File: src/rtl/trap_seq.sv
// ---------------------------------------------------------------------------
// trap_seq : machine-mode trap sequencer
//
// Sits beside the pipeline controller. It recognises ecall, ebreak, mret and
// enabled external interrupts. It stalls the pipeline while it updates the
// trap CSRs one per cycle (mepc, mcause, mstatus, or just mstatus for mret).
// It then redirects fetch with a one-cycle strobe.
//
// Ports
//   clk_i        core clock
//   rst_i        synchronous active-high reset
//   inst_i       instruction currently in ID
//   inst_addr_i  address of inst_i
//   jump_flag_i  EX redirect this cycle
//   jump_addr_i  EX redirect target
//   div_busy_i   multi-cycle divider in flight
//   int_req_i    level interrupt requests, bit0 highest priority
//   mtvec_i      current mtvec
//   mepc_i       current mepc
//   mstatus_i    current mstatus (bit3 MIE, bit7 MPIE)
//   hold_flag_o  stall request to the pipeline controller
//   csr_we_o     CSR write enable
//   csr_waddr_o  CSR write address
//   csr_wdata_o  CSR write data
//   int_assert_o one-cycle redirect strobe
//   int_addr_o   redirect target, valid while int_assert_o is high
// ---------------------------------------------------------------------------
module trap_seq #(
    parameter int ADDR_W = 32,
    parameter int DATA_W = 32,
    parameter int INT_W  = 8
) (
    input  logic              clk_i,
    input  logic              rst_i,
    input  logic [31:0]       inst_i,
    input  logic [ADDR_W-1:0] inst_addr_i,
    input  logic              jump_flag_i,
    input  logic [ADDR_W-1:0] jump_addr_i,
    input  logic              div_busy_i,
    input  logic [INT_W-1:0]  int_req_i,
    input  logic [DATA_W-1:0] mtvec_i,
    input  logic [DATA_W-1:0] mepc_i,
    input  logic [DATA_W-1:0] mstatus_i,
    output logic              hold_flag_o,
    output logic              csr_we_o,
    output logic [11:0]       csr_waddr_o,
    output logic [DATA_W-1:0] csr_wdata_o,
    output logic              int_assert_o,
    output logic [ADDR_W-1:0] int_addr_o
);

    localparam logic [31:0] INST_ECALL  = 32'h0000_0073;
    localparam logic [31:0] INST_EBREAK = 32'h0010_0073;
    localparam logic [31:0] INST_MRET   = 32'h3020_0073;

    localparam logic [11:0] CSR_MSTATUS = 12'h300;
    localparam logic [11:0] CSR_MEPC    = 12'h341;
    localparam logic [11:0] CSR_MCAUSE  = 12'h342;

    localparam logic [DATA_W-1:0] CAUSE_ECALL    = DATA_W'(11);
    localparam logic [DATA_W-1:0] CAUSE_EBREAK   = DATA_W'(3);
    localparam logic [DATA_W-1:0] CAUSE_IRQ_BASE = DATA_W'(32'h8000_0010);

    localparam int IDX_W = (INT_W > 1) ? $clog2(INT_W) : 1;

    typedef enum logic [2:0] {
        ST_IDLE,
        ST_WAIT,
        ST_MEPC,
        ST_MCAUSE,
        ST_MSTATUS,
        ST_MRET,
        ST_ASSERT
    } state_e;

    state_e            state_q, state_d;
    logic [DATA_W-1:0] cause_q, cause_d;
    logic [ADDR_W-1:0] epc_q, epc_d;
    logic              isMret_q, isMret_d;

    logic              csrWe_q, csrWe_d;
    logic [11:0]       csrWaddr_q, csrWaddr_d;
    logic [DATA_W-1:0] csrWdata_q, csrWdata_d;
    logic              intAssert_q, intAssert_d;
    logic [ADDR_W-1:0] intAddr_q, intAddr_d;

    logic              isEcall;
    logic              isEbreak;
    logic              isMret;
    logic              syncTrap;
    logic              intPending;
    logic              eventValid;
    logic [IDX_W-1:0]  irqIdx;
    logic [DATA_W-1:0] irqCause;

    // Instruction decode and interrupt qualification. Reset masks the event
    // so that nothing is requested while the sequencer is being cleared.
    always_comb begin
        isEcall    = (inst_i == INST_ECALL);
        isEbreak   = (inst_i == INST_EBREAK);
        isMret     = (inst_i == INST_MRET);
        syncTrap   = isEcall | isEbreak;
        intPending = (|int_req_i) & mstatus_i[3];
        eventValid = ~rst_i & (syncTrap | isMret | intPending);
    end

    // Lowest-numbered request wins. The loop runs downwards, so the last hit
    // that is kept is the lowest set bit.
    always_comb begin
        irqIdx = '0;
        for (int i = INT_W - 1; i >= 0; i--) begin
            if (int_req_i[i]) begin
                irqIdx = IDX_W'(i);
            end
        end
    end

    assign irqCause = CAUSE_IRQ_BASE + DATA_W'(irqIdx);

    // Next-state logic.
    // Only the IDLE state looks at events. Cause, epc and kind are frozen
    // from then on, so later input changes cannot disturb a sequence.
    always_comb begin
        state_d  = state_q;
        cause_d  = cause_q;
        epc_d    = epc_q;
        isMret_d = isMret_q;

        case (state_q)
            ST_IDLE: begin
                if (eventValid) begin
                    if (syncTrap) begin
                        cause_d  = isEcall ? CAUSE_ECALL : CAUSE_EBREAK;
                        epc_d    = inst_addr_i;
                        isMret_d = 1'b0;
                    end else if (isMret) begin
                        isMret_d = 1'b1;
                    end else begin
                        cause_d  = irqCause;
                        epc_d    = jump_flag_i ? jump_addr_i : inst_addr_i;
                        isMret_d = 1'b0;
                    end

                    if (div_busy_i) begin
                        state_d = ST_WAIT;
                    end else begin
                        state_d = isMret_d ? ST_MRET : ST_MEPC;
                    end
                end
            end

            ST_WAIT: begin
                if (!div_busy_i) begin
                    state_d = isMret_q ? ST_MRET : ST_MEPC;
                end
            end

            ST_MEPC:    state_d = ST_MCAUSE;
            ST_MCAUSE:  state_d = ST_MSTATUS;
            ST_MSTATUS: state_d = ST_ASSERT;
            ST_MRET:    state_d = ST_ASSERT;
            ST_ASSERT:  state_d = ST_IDLE;
            default:    state_d = ST_IDLE;
        endcase
    end

    // Registered outputs are computed from the state being entered. The
    // registers then hold exactly what that state drives while it is
    // current. The redirect target is captured on the edge into ASSERT.
    always_comb begin
        csrWe_d     = 1'b0;
        csrWaddr_d  = '0;
        csrWdata_d  = '0;
        intAssert_d = 1'b0;
        intAddr_d   = '0;

        case (state_d)
            ST_MEPC: begin
                csrWe_d    = 1'b1;
                csrWaddr_d = CSR_MEPC;
                csrWdata_d = DATA_W'(epc_d);
            end

            ST_MCAUSE: begin
                csrWe_d    = 1'b1;
                csrWaddr_d = CSR_MCAUSE;
                csrWdata_d = cause_d;
            end

            ST_MSTATUS: begin
                csrWe_d       = 1'b1;
                csrWaddr_d    = CSR_MSTATUS;
                csrWdata_d    = mstatus_i;
                csrWdata_d[7] = mstatus_i[3];
                csrWdata_d[3] = 1'b0;
            end

            ST_MRET: begin
                csrWe_d       = 1'b1;
                csrWaddr_d    = CSR_MSTATUS;
                csrWdata_d    = mstatus_i;
                csrWdata_d[3] = mstatus_i[7];
                csrWdata_d[7] = 1'b1;
            end

            ST_ASSERT: begin
                intAssert_d = 1'b1;
                intAddr_d   = (state_q == ST_MRET) ? ADDR_W'(mepc_i)
                                                   : ADDR_W'(mtvec_i);
            end

            default: begin
            end
        endcase
    end

    // State, latched trap information and output registers.
    always_ff @(posedge clk_i) begin
        if (rst_i) begin
            state_q     <= ST_IDLE;
            cause_q     <= '0;
            epc_q       <= '0;
            isMret_q    <= 1'b0;
            csrWe_q     <= 1'b0;
            csrWaddr_q  <= '0;
            csrWdata_q  <= '0;
            intAssert_q <= 1'b0;
            intAddr_q   <= '0;
        end else begin
            state_q     <= state_d;
            cause_q     <= cause_d;
            epc_q       <= epc_d;
            isMret_q    <= isMret_d;
            csrWe_q     <= csrWe_d;
            csrWaddr_q  <= csrWaddr_d;
            csrWdata_q  <= csrWdata_d;
            intAssert_q <= intAssert_d;
            intAddr_q   <= intAddr_d;
        end
    end

    // The stall must reach the pipeline in the same cycle an event is seen.
    // For that reason the stall is combinational and not registered.
    assign hold_flag_o  = (state_q != ST_IDLE) | ((state_q == ST_IDLE) & eventValid);

    assign csr_we_o     = csrWe_q;
    assign csr_waddr_o  = csrWaddr_q;
    assign csr_wdata_o  = csrWdata_q;
    assign int_assert_o = intAssert_q;
    assign int_addr_o   = intAddr_q;

endmodule

File: config.mk
export PLATFORM = sky130hd
export DESIGN_NAME = trap_seq
export DESIGN_NICKNAME = d
export VERILOG_FILES = /design/src/rtl/trap_seq.sv
export SDC_FILE = /design/constraint.sdc
export NUM_CORES = 1
export LEC_CHECK = 0
export ABC_AREA = 1
export BUFFER_PORTS_ARGS = -buffer_cell sky130_fd_sc_hd__buf_2
export CAP_MARGIN = 20
export CELL_PAD_IN_SITES_DETAIL_PLACEMENT = 1
export CELL_PAD_IN_SITES_GLOBAL_PLACEMENT = 1
export CORE_MARGIN = 3
export CORE_UTILIZATION = 32
export DETAILED_ROUTE_END_ITERATION = 10
export PLACE_DENSITY = 0.85
export RECOVER_POWER = 50
export SETUP_SLACK_MARGIN = 0.3
export SKIP_CTS_REPAIR_TIMING = 1
export SLEW_MARGIN = 25
export SYNTH_ARGS = -nofsm -noshare
export SYNTH_HDL_FRONTEND = slang
export SYNTH_SLANG_ARGS = --single-unit
File: constraint.sdc
create_clock -name clk_i -period 2.45 [get_ports clk_i]
set_clock_uncertainty 0.05 [all_clocks]
set_input_delay 0.1225 -clock clk_i [delete_from_list [all_inputs] [get_ports clk_i]]
set_output_delay 0.1225 -clock clk_i [all_outputs]
set_load 0.02 [all_outputs]
==> results.toml, run 1 <==
[outcome]
status = "finished, final reports clean"

[power]
power_switching_mw = 2.92
clkPwrFrac_pct = 32.5
p_sw_share_pct = 38.9
peakVddDrop_mv = 0.668
p_per_area_nw_per_um2 = 818
seq_power_share_pct = 33.9
p_int_mw = 4.59
combinationalPowerShare_pct = 33.6
p_leak_nw = 4.37
power_mw = 7.51

[detailed_routing]
ant_nets = 0
drc_errors = 0
drtIter0Drc = 229
wire_per_inst_um = 16.6
via_per_inst = 4.76
vias = 7499
drt_pre_antenna_iters = 4
routed_wl_um = 26200

[clock_tree]
cts_max_path_buffers = 2
htreeDepth = 4
cts_tree = "built"
clk_latency_ns = 0.42
cts_root_buf = "clkbuf_16"
cts_sinks = 138
cts.clk_slew.worst_paths_ns = 0.07
cts_made_buffers = 17

[synthesis]
synthTopCellsByArea = "dfxtp_1 43%, nand2_1 15%, nor2_1 12%, nand3_1 5.6%, inv_1 4.9%"
synth.distinct_cells = 27
synth_common_cells = "250 x nand2_1, 206 x nor2_1, 138 x dfxtp_1, 83 x inv_1, 71 x nand3_1"
synth_compound_area_share_pct = 7.28
synth_top_family_by_area = "simple AND/OR/NAND/NOR gates"
synthMuxAreaShare_pct = 0.177
synth_xor_area_share_pct = 0
ys_seq_elements = 138
yosysMostFrequentCell = "nand2_1"
synth-seq-area-share_pct = 43.5
synthSimpleGateAreaFrac_pct = 39.0
synth_cells = 967
synthAdderAreaFrac_pct = 0
async_reset_ff_share_pct = 0
yosysTopAreaCell = "dfxtp_1"
ys.flop_type = "dfxtp_1"
syn_area_um2 = 6360
syn_area_per_cell_um2 = 6.57
synth_edf_count = 0
yosysWarnings = 0
synth_top_area_share_pct = 43.5

[grt]
first_global_vias = 7532
antenna_found_initial = 4
grt_pass1_wl_um = 36700
track_usage_pct = 20.9
grt_overflow = 0
grt_max_degree = 63

[timing]
rsz0062_at_grt = "yes"
setup-violations-final = 0
tns_ns = 0
worst_slew_pin_slew_ns = 0.831
fmax_mhz = 465
finalCritPeriodShare_pct = 87.8
whs_ns = 0.00471
slew_viol_final = 0
maxSlewHeadroom_pct = 44.6
period_minus_slack_ns = 2.15
finalHoldViolCount = 0

[critical_path]
rr_worst_depth = 6
worstPathRequired_ns = 2.70
reg2reg_from = "state_q[2]"
path_max_fanout = 14
start_kind = "flop"
r2r_slack_ns = 0.30
crit_chain = "inv_1, nor3_1, inv_1, nand2_1, a21oi_1, dlygate4sd3_1"
cp.buffers_inverters = 3
cpMostUsedCell = "inv_1"
max_stage_delay_ns = 0.58
r2r_end = "int_addr_o[1]"
path_delay_family = "buffers and inverters"
critPathKind = "flop to flop"
slowest_stage = "dlygate4sd3_1"
worstSetupEndpointType = "flop"
cp.arrival_ns = 2.41

[placement]
hpwl_um = 17400
dpl.cell_count = 1469
port_buffers = 275
gp_congestion = 0.851

[final_layout]
finalNetCount = 1504
drive_above_1_share_pct = 22.5
fillCellCount = 2566
syn_to_final_growth_pct = 44.5
fin_cells = 1574

[floorplanning]
chipWidth_um = 147
coreArea_um2 = 19100
pin_count = 283
dieArea_um2 = 21600
num_rows = 50
die_y_um = 147
initial_core_util_pct = 33.3

[hold_path]
hp-class = "input port to flop"
whs_path_depth = 5
hold_end = "csr_wdata_o[24]"
hp-start = "mstatus_i[24]"

[job]
drv_cap = 0
-- logic make-up (layout without fill, tap and decap cells) --
logic type             Yosys count  in the layout
AO/OA/AOI/OAI                   86             86
buffers and inverters          153            490
flip-flops                     138            138
multiplexers                     1              1
other                            1              8
AND/OR/NAND/NOR                588            591
-- sequential cells by signal, summed over array words and instances (netlist names) --
signal and flops:
cause_q 32, csr_wdata_o 32, epc_q 32, int_addr_o 32, csr_waddr_o 4, state_q 3
csr_we_o 1, int_assert_o 1, isMret_q 1
-- worst reg2reg max path: stages, from the launching register on --
cell           delay (ns)
dfxtp_1              0.40
inv_1                0.10
nor3_1               0.27
inv_1                0.31
nand2_1              0.22
a21oi_1              0.09
dlygate4sd3_1        0.58
-- metal layers --
layer  wire length, µm  track usage, %  vias up
met3              2000            7.13       44
met2             13100            36.6      276
li1                  -               -     3690
met1             10400            23.2     3483
met5                41               0        -
met4               629            8.39        6
-- cells in the final DEF (no fill, tap or decap), types with 4 or more instances in the layout --
cell type / count
nand2_1: 250
nor2_1: 205
buf_2: 204
dfxtp_1: 138
inv_1: 82
nand3_1: 72
clkbuf_1: 72
dlygate4sd3_1: 64
nand4_1: 39
o21ai_0: 39
a21oi_1: 38
buf_4: 27
clkbuf_16: 17
inv_2: 7
conb_1: 7
nor3_1: 6
nand2_2: 5
nor2_4: 4
nand3_4: 4
clkinv_4: 4
inv_8: 4
-- layout make-up --
class                   count  area (µm²)  share of cell area [%]
multi-input cells         685        3030                    33.0
flip-flops and latches    138        2760                    30.1
repair buffers            368        2150                    23.5
clock buffers              17         425                    4.63
inverters                  90         342                    3.72
well taps                 260         325                    3.54
clock inverters            15         139                    1.51
diodes                      1        2.50                  0.0272
-- stage by stage --
| step | area (µm²) | worst slack, ns | util, % |
|---|---|---|---|
| 2_1_floorplan | 6380 | 0.621 | - |
| 3_3_place_gp | 7990 | 0.245 | 41.9 |
| 3_5_place_dp | 7990 | 0.0947 | 41.9 |
| 4_1_cts | 8550 | 0.0603 | 44.8 |
| 5_1_grt | 9190 | 0.148 | 48.1 |
| 6_report | 9190 | 0.299 | 48.1 |
-- how the worst max path moves through the flow --
stage | startpoint | end | slack [ns] | depth (start not counted)
after floorplan | state_q[2] | csr_wdata_o[1] | 0.62 | 10
after global placement | state_q[1] | csr_wdata_o[26] | 0.24 | 9
after detailed placement | state_q[1] | csr_wdata_o[4] | 0.09 | 9
after CTS | state_q[1] | csr_wdata_o[4] | 0.06 | 9
after global routing | state_q[1] | int_addr_o[17] | 0.15 | 5
final | state_q[2] | int_addr_o[1] | 0.30 | 6
-- power by group through the flow --
stage / logic, mW / registers [mW] / clock network (mW)
detailed placement: 2.19 / 2.59 / 0
global placement: 2.13 / 2.58 / 0
floorplan: 1.29 / 2.73 / 0
global route: 2.78 / 2.57 / 2.60
CTS: 2.20 / 2.55 / 2.50
finish: 2.52 / 2.55 / 2.44
Note: power is estimated with default switching activity, not from simulation.
==> run 2, diff against run 1 <==
--- a/config.mk
+++ b/config.mk
@@ -5,15 +5,15 @@
 export SDC_FILE = /design/constraint.sdc
 export NUM_CORES = 1
 export LEC_CHECK = 0
-export ABC_AREA = 1
 export BUFFER_PORTS_ARGS = -buffer_cell sky130_fd_sc_hd__buf_2
 export CAP_MARGIN = 20
 export CELL_PAD_IN_SITES_DETAIL_PLACEMENT = 1
 export CELL_PAD_IN_SITES_GLOBAL_PLACEMENT = 1
 export CORE_MARGIN = 3
-export CORE_UTILIZATION = 32
+export CORE_UTILIZATION = 34
 export DETAILED_ROUTE_END_ITERATION = 10
-export PLACE_DENSITY = 0.85
+export MAX_ROUTING_LAYER = met4
+export PLACE_DENSITY = 0.84
 export RECOVER_POWER = 50
 export SETUP_SLACK_MARGIN = 0.3
 export SKIP_CTS_REPAIR_TIMING = 1
==> run 2 against run 1 <==
Net effect: critical path type is now input port to flop; first-iteration DRC count up 130%; synthesized cell count down 16%; the flow now finishes with violations (negative setup slack); sequential power down 8.2%; non-clock buffer count up 103; die area up 0.31%; maximum frequency down 17%; largest cell class unchanged; routed wire length up 26%; core utilization up 8.2 points; worst hold slack better by 0.022 ns; worst setup slack worse by 0.44 ns.
==> results.toml, run 2 <==
[outcome]
status = "finished, violations left"
violations = "negative setup slack"

[synthesis]
synthMuxAreaShare_pct = 0.166
synth-seq-area-share_pct = 40.8
yosysMostFrequentCell = "dfxtp_1"
syn_area_per_cell_um2 = 8.37
synth_edf_count = 0
synthAdderAreaFrac_pct = 0
synth.distinct_cells = 53
synthSimpleGateAreaFrac_pct = 20.6
ys.flop_type = "dfxtp_1"
async_reset_ff_share_pct = 0
yosysTopAreaCell = "dfxtp_1"
synth_top_family_by_area = "compound AO/OA/AOI/OAI gates"
yosysWarnings = 0
synth_top_area_share_pct = 40.8
synthTopCellsByArea = "dfxtp_1 41%, a311oi_1 5.0%, nor2_1 4.7%, o311ai_0 4.1%, nand2_1 4.0%"
synth_xor_area_share_pct = 0.129
syn_area_um2 = 6780
synth_compound_area_share_pct = 31.7
synth_cells = 809
synth_common_cells = "138 x dfxtp_1, 85 x nor2_1, 73 x nand2_1, 70 x clkbuf_1, 41 x o21ai_0"
ys_seq_elements = 138

[grt]
grt_max_degree = 67
first_global_vias = 8035
antenna_found_initial = 8
grt_pass1_wl_um = 42000
track_usage_pct = 24.8
grt_overflow = 0

[clock_tree]
cts_made_buffers = 17
htreeDepth = 4
cts_max_path_buffers = 2
clk_latency_ns = 0.42
cts.clk_slew.worst_paths_ns = 0.06
cts_sinks = 138
cts_tree = "built"
cts_root_buf = "clkbuf_16"

[placement]
placedInstanceArea_um2 = 9120
dpl.cell_count = 1373
gp_congestion = 0.827
port_buffers = 275
hpwl_um = 19800

[critical_path]
r2r_slack_ns = 0.04
cp.arrival_ns = 2.88
cp.buffers_inverters = 2
cp.depth = 8
start_kind = "input port"
slowest_stage = "or4_4"
worstSetupEndpointType = "flop"
cpMostUsedCell = "or4_4"
path_max_fanout = 8
max_stage_delay_ns = 0.59
worstPathRequired_ns = 2.74
path_delay_family = "simple AND/OR/NAND/NOR gates"
critPathKind = "input port to flop"
crit_chain = "buf_6, or4_4, or4_4, or4_4, and2_4, or4b_4, clkbuf_16, a21oi_2"
rr_worst_depth = 7

[power]
p_per_area_nw_per_um2 = 618
p_leak_nw = 4.28
clkPwrFrac_pct = 41.8
power_switching_mw = 2.03
seq_power_share_pct = 34.5
p_int_mw = 4.77
p_sw_share_pct = 29.9
combinationalPowerShare_pct = 23.7
peakVddDrop_mv = 0.480

[timing]
maxSlewHeadroom_pct = 48.8
whs_ns = 0.0266
setup-violations-final = 51
worst_slew_pin_slew_ns = 0.768
period_minus_slack_ns = 2.59
finalHoldViolCount = 0
fin_ws_ns = -0.139
rsz0062_at_grt = "yes"
fmax_mhz = 386
slew_viol_final = 0
finalCritPeriodShare_pct = 106

[floorplanning]
die_y_um = 147
pin_count = 283
coreArea_um2 = 19500
dieArea_um2 = 21700
initial_core_util_pct = 34.7
num_rows = 51
chipWidth_um = 147

[detailed_routing]
via_per_inst = 5.56
vias = 8322
drt_pre_antenna_iters = 5
wire_per_inst_um = 21.9
drtIter0Drc = 536
drc_errors = 0
routed_wl_um = 32900
ant_nets = 0

[hold_path]
hp-class = "input port to flop"
whs_path_depth = 3

[final_layout]
mostFrequentLayoutCell = "buf_2"
mostFrequentLayoutCells = "202 x buf_2, 138 x dfxtp_1, 92 x buf_4, 81 x nor2_1, 73 x nand2_1"
fin_cells = 1498
final_cell_area_um2 = 11000
finalNetCount = 1416
fillCellCount = 2350
drive_above_1_share_pct = 36.3
syn_to_final_growth_pct = 62.3

[job]
drv_cap = 0
## run 2: cell count changes after synthesis, moves of 32 or more
cell / previous run / this run
nor2_1: 206 / 85
nand4_1: 39 / 1
nor2b_1: 0 / 35
a21boi_0: 0 / 35
nand3_1: 71 / 33
nand2_1: 250 / 73
a311oi_1: 0 / 39
clkbuf_1: 37 / 70
inv_1: 83 / 5
o311ai_0: 0 / 32
## run 2: path summary, 6_finish.rpt
| check | from | end |
|---|---|---|
| max | inst_i[31] | int_addr_o[12] |
| min | mstatus_i[26] | csr_wdata_o[26] |
| max reg2reg | state_q[0] | int_addr_o[12] |
| min reg2reg | cause_q[30] | cause_q[30] |
## run 2: per-stage QoR
| step | power, mW | util, % | setup slack, ns | TNS [ns] |
|---|---|---|---|---|
| after floorplan | 3.01 | - | -0.455 | -26.33 |
| after global placement | 3.64 | 46.7 | -0.592 | -36.76 |
| after detailed placement | 3.68 | 46.7 | -0.662 | -41.10 |
| after CTS | 6.53 | 50.0 | -0.220 | -5.59 |
| after global routing | 7.04 | 56.3 | -0.187 | -5.92 |
| final | 6.80 | 56.3 | -0.139 | -3.44 |
## run 2: cells by family after synthesis
kind of cell	count (synthesis)
flops	138
simple gates	287
mux	1
compound gates	283
other cells	1
xor+xnor	1
buf+inv	98
## run 2: layout make-up
class | instances | area, µm² | share of cell area, %
multi-input cells | 579 | 3970 | 36.1
diodes | 8 | 20.0 | 0.182
flip-flops and latches | 138 | 2760 | 25.1
clock buffers | 18 | 429 | 3.90
well taps | 265 | 332 | 3.02
clock inverters | 14 | 210 | 1.91
inverters | 5 | 18.8 | 0.171
repair buffers | 471 | 3260 | 29.6
## run 2: tightest hold or removal path, cell delays in order
cell	delay, ns
buf_2	0.08
a22oi_1	0.06
a211oi_1	0.19
## run 2: metal layers
| layer | global-route usage (%) | wire length (µm) |
|---|---|---|
| met3 | 5.31 | 2170 |
| met4 | 9.41 | 1000 |
| met1 | 28.8 | 13300 |
| met2 | 42.2 | 16400 |
| met5 | - | 0 |
## run 2: power groups by stage
stage	clock network, mW	registers, mW	logic [mW]
floorplan	0	2.42	0.589
global placement	0	2.39	1.25
detailed placement	0	2.39	1.29
CTS	2.89	2.34	1.30
global route	2.98	2.35	1.70
finish	2.85	2.34	1.61
==> run 3, diff against run 2 <==
--- a/config.mk
+++ b/config.mk
@@ -5,15 +5,16 @@
 export SDC_FILE = /design/constraint.sdc
 export NUM_CORES = 1
 export LEC_CHECK = 0
+export ABC_AREA = 1
 export BUFFER_PORTS_ARGS = -buffer_cell sky130_fd_sc_hd__buf_2
 export CAP_MARGIN = 20
 export CELL_PAD_IN_SITES_DETAIL_PLACEMENT = 1
 export CELL_PAD_IN_SITES_GLOBAL_PLACEMENT = 1
 export CORE_MARGIN = 3
-export CORE_UTILIZATION = 34
+export CORE_UTILIZATION = 32
 export DETAILED_ROUTE_END_ITERATION = 10
 export MAX_ROUTING_LAYER = met4
-export PLACE_DENSITY = 0.84
+export PLACE_DENSITY = 0.85
 export RECOVER_POWER = 50
 export SETUP_SLACK_MARGIN = 0.3
 export SKIP_CTS_REPAIR_TIMING = 1
==> run 3 against run 2 <==
Net effect: the run now ends clean; cell area decreased by 17%; via count decreased by 10%; critical path type is now flop to flop; core utilization decreased by 8.2 points.
==> results.toml, run 3 (synthesis gave the netlist of run 1 again) <==
[detailed_routing]
ant_nets = 0
drt_pre_antenna_iters = 4
routed_wl_um = 26200
drc_errors = 0
via_per_inst = 4.75
drtIter0Drc = 278
vias = 7480
wire_per_inst_um = 16.6

[timing]
slew_viol_final = 0
period_minus_slack_ns = 2.16
tns_ns = 0
fmax_mhz = 463
finalCritPeriodShare_pct = 88.2
finalHoldViolCount = 0
whs_ns = 0.00730
setup-violations-final = 0
maxSlewHeadroom_pct = 44.9
rsz0062_at_grt = "yes"
worst_slew_pin_slew_ns = 0.827

[critical_path]
critPathKind = "flop to flop"
cpMostUsedCell = "inv_1"
max_stage_delay_ns = 0.58
start_kind = "flop"
slowest_stage = "dlygate4sd3_1"
crit_chain = "inv_1, nor3_1, inv_1, nand2_1, a21oi_1, dlygate4sd3_1"
r2r_end = "int_addr_o[1]"
worstSetupEndpointType = "flop"
rr_worst_depth = 6
endpoint = "int_addr_o[1]"
path_max_fanout = 14
reg2reg_from = "state_q[2]"
cp.arrival_ns = 2.42
r2r_slack_ns = 0.29
crit_start = "state_q[2]"
worstPathRequired_ns = 2.70

[floorplanning]
coreArea_um2 = 19100
num_rows = 50
initial_core_util_pct = 33.3
die_y_um = 147
dieArea_um2 = 21600
pin_count = 283
chipWidth_um = 147

[power]
peakVddDrop_mv = 0.665
p_per_area_nw_per_um2 = 815
p_leak_nw = 4.37

[placement]
port_buffers = 275
dpl.cell_count = 1469
gp_congestion = 0.867
hpwl_um = 17400

[clock_tree]
clk_latency_ns = 0.42
cts_tree = "built"
cts_max_path_buffers = 2
cts_sinks = 138
cts_made_buffers = 17
htreeDepth = 4
cts_root_buf = "clkbuf_16"
cts.clk_slew.worst_paths_ns = 0.07

[final_layout]
mostFrequentLayoutCell = "nand2_1"
fillCellCount = 2566
mostFrequentLayoutCells = "250 x nand2_1, 205 x nor2_1, 204 x buf_2, 138 x dfxtp_1, 82 x inv_1"
finalNetCount = 1503
drive_above_1_share_pct = 22.4
fin_util_pct = 48.1
syn_to_final_growth_pct = 44.4
fin_cells = 1576

[grt]
antenna_found_initial = 4
grt_max_degree = 63
track_usage_pct = 21.5
grt_pass1_wl_um = 36600
grt_overflow = 0
first_global_vias = 7553

[outcome]
status = "finished, final reports clean"

[hold_path]
hp-class = "input port to flop"

[job]
drv_cap = 0
run 3: final cells by class:
type	count	area, µm²	area share, %
Timing Repair Buffer	367	2140	23.4
Clock inverter	15	139	1.51
Antenna cell	4	10.0	0.109
Multi-Input combinational cell	685	3030	33.1
Clock buffer	17	425	4.64
Tap cell	260	325	3.54
Inverter	90	338	3.68
Sequential cell	138	2760	30.1
run 3: per-stage QoR:
step                worst slack (ns)  area (µm²)  total power, mW
CTS                           0.0603        8550             7.25
finish                         0.289        9180             7.48
detailed placement            0.0947        7990             4.78
global route                   0.134        9180             7.91
global placement               0.245        7990             4.72
floorplan                      0.621        6380             4.02
run 3: worst max-delay path, delay by kind of cell, from the launching register on:
kind / cells / cell delay (ns)
DFF: 1 / 0.40
and+or+nand+nor: 2 / 0.50
AOI/OAI and AO/OA: 1 / 0.09
buffers and inverters: 3 / 1.00
run 3: worst min-delay path by stage:
stage                              from               to  slack, ns  depth (start not counted)
after floorplan                   rst_i       state_q[1]       0.15                          1
final                     mstatus_i[24]  csr_wdata_o[24]      0.007                          5
after detailed placement     mtvec_i[8]    int_addr_o[8]       0.33                          3
after CTS                    mtvec_i[8]    int_addr_o[8]      -0.12                          3
after global routing      mstatus_i[17]  csr_wdata_o[17]       0.03                          5
after global placement      mtvec_i[22]   int_addr_o[22]       0.32                          3
run 3: power breakdown:
group / switching (mW) / leakage (nW) / internal (mW) / total (mW)
clock network: 1.10 / 0.274 / 1.34 / 2.44
logic: 1.72 / 2.97 / 0.772 / 2.49
registers: 0.0894 / 1.12 / 2.46 / 2.55
total: 2.91 / 4.37 / 4.57 / 7.48
run 3: routing by layer:
metal / track usage [%] / vias up / part of all wire [%]
met5: - / - / 0
met4: 8.25 / 0 / 2.6
met3: 5.74 / 39 / 6.4
met2: 36.6 / 245 / 50
met1: 24.2 / 3503 / 41
li1: - / 3693 / -
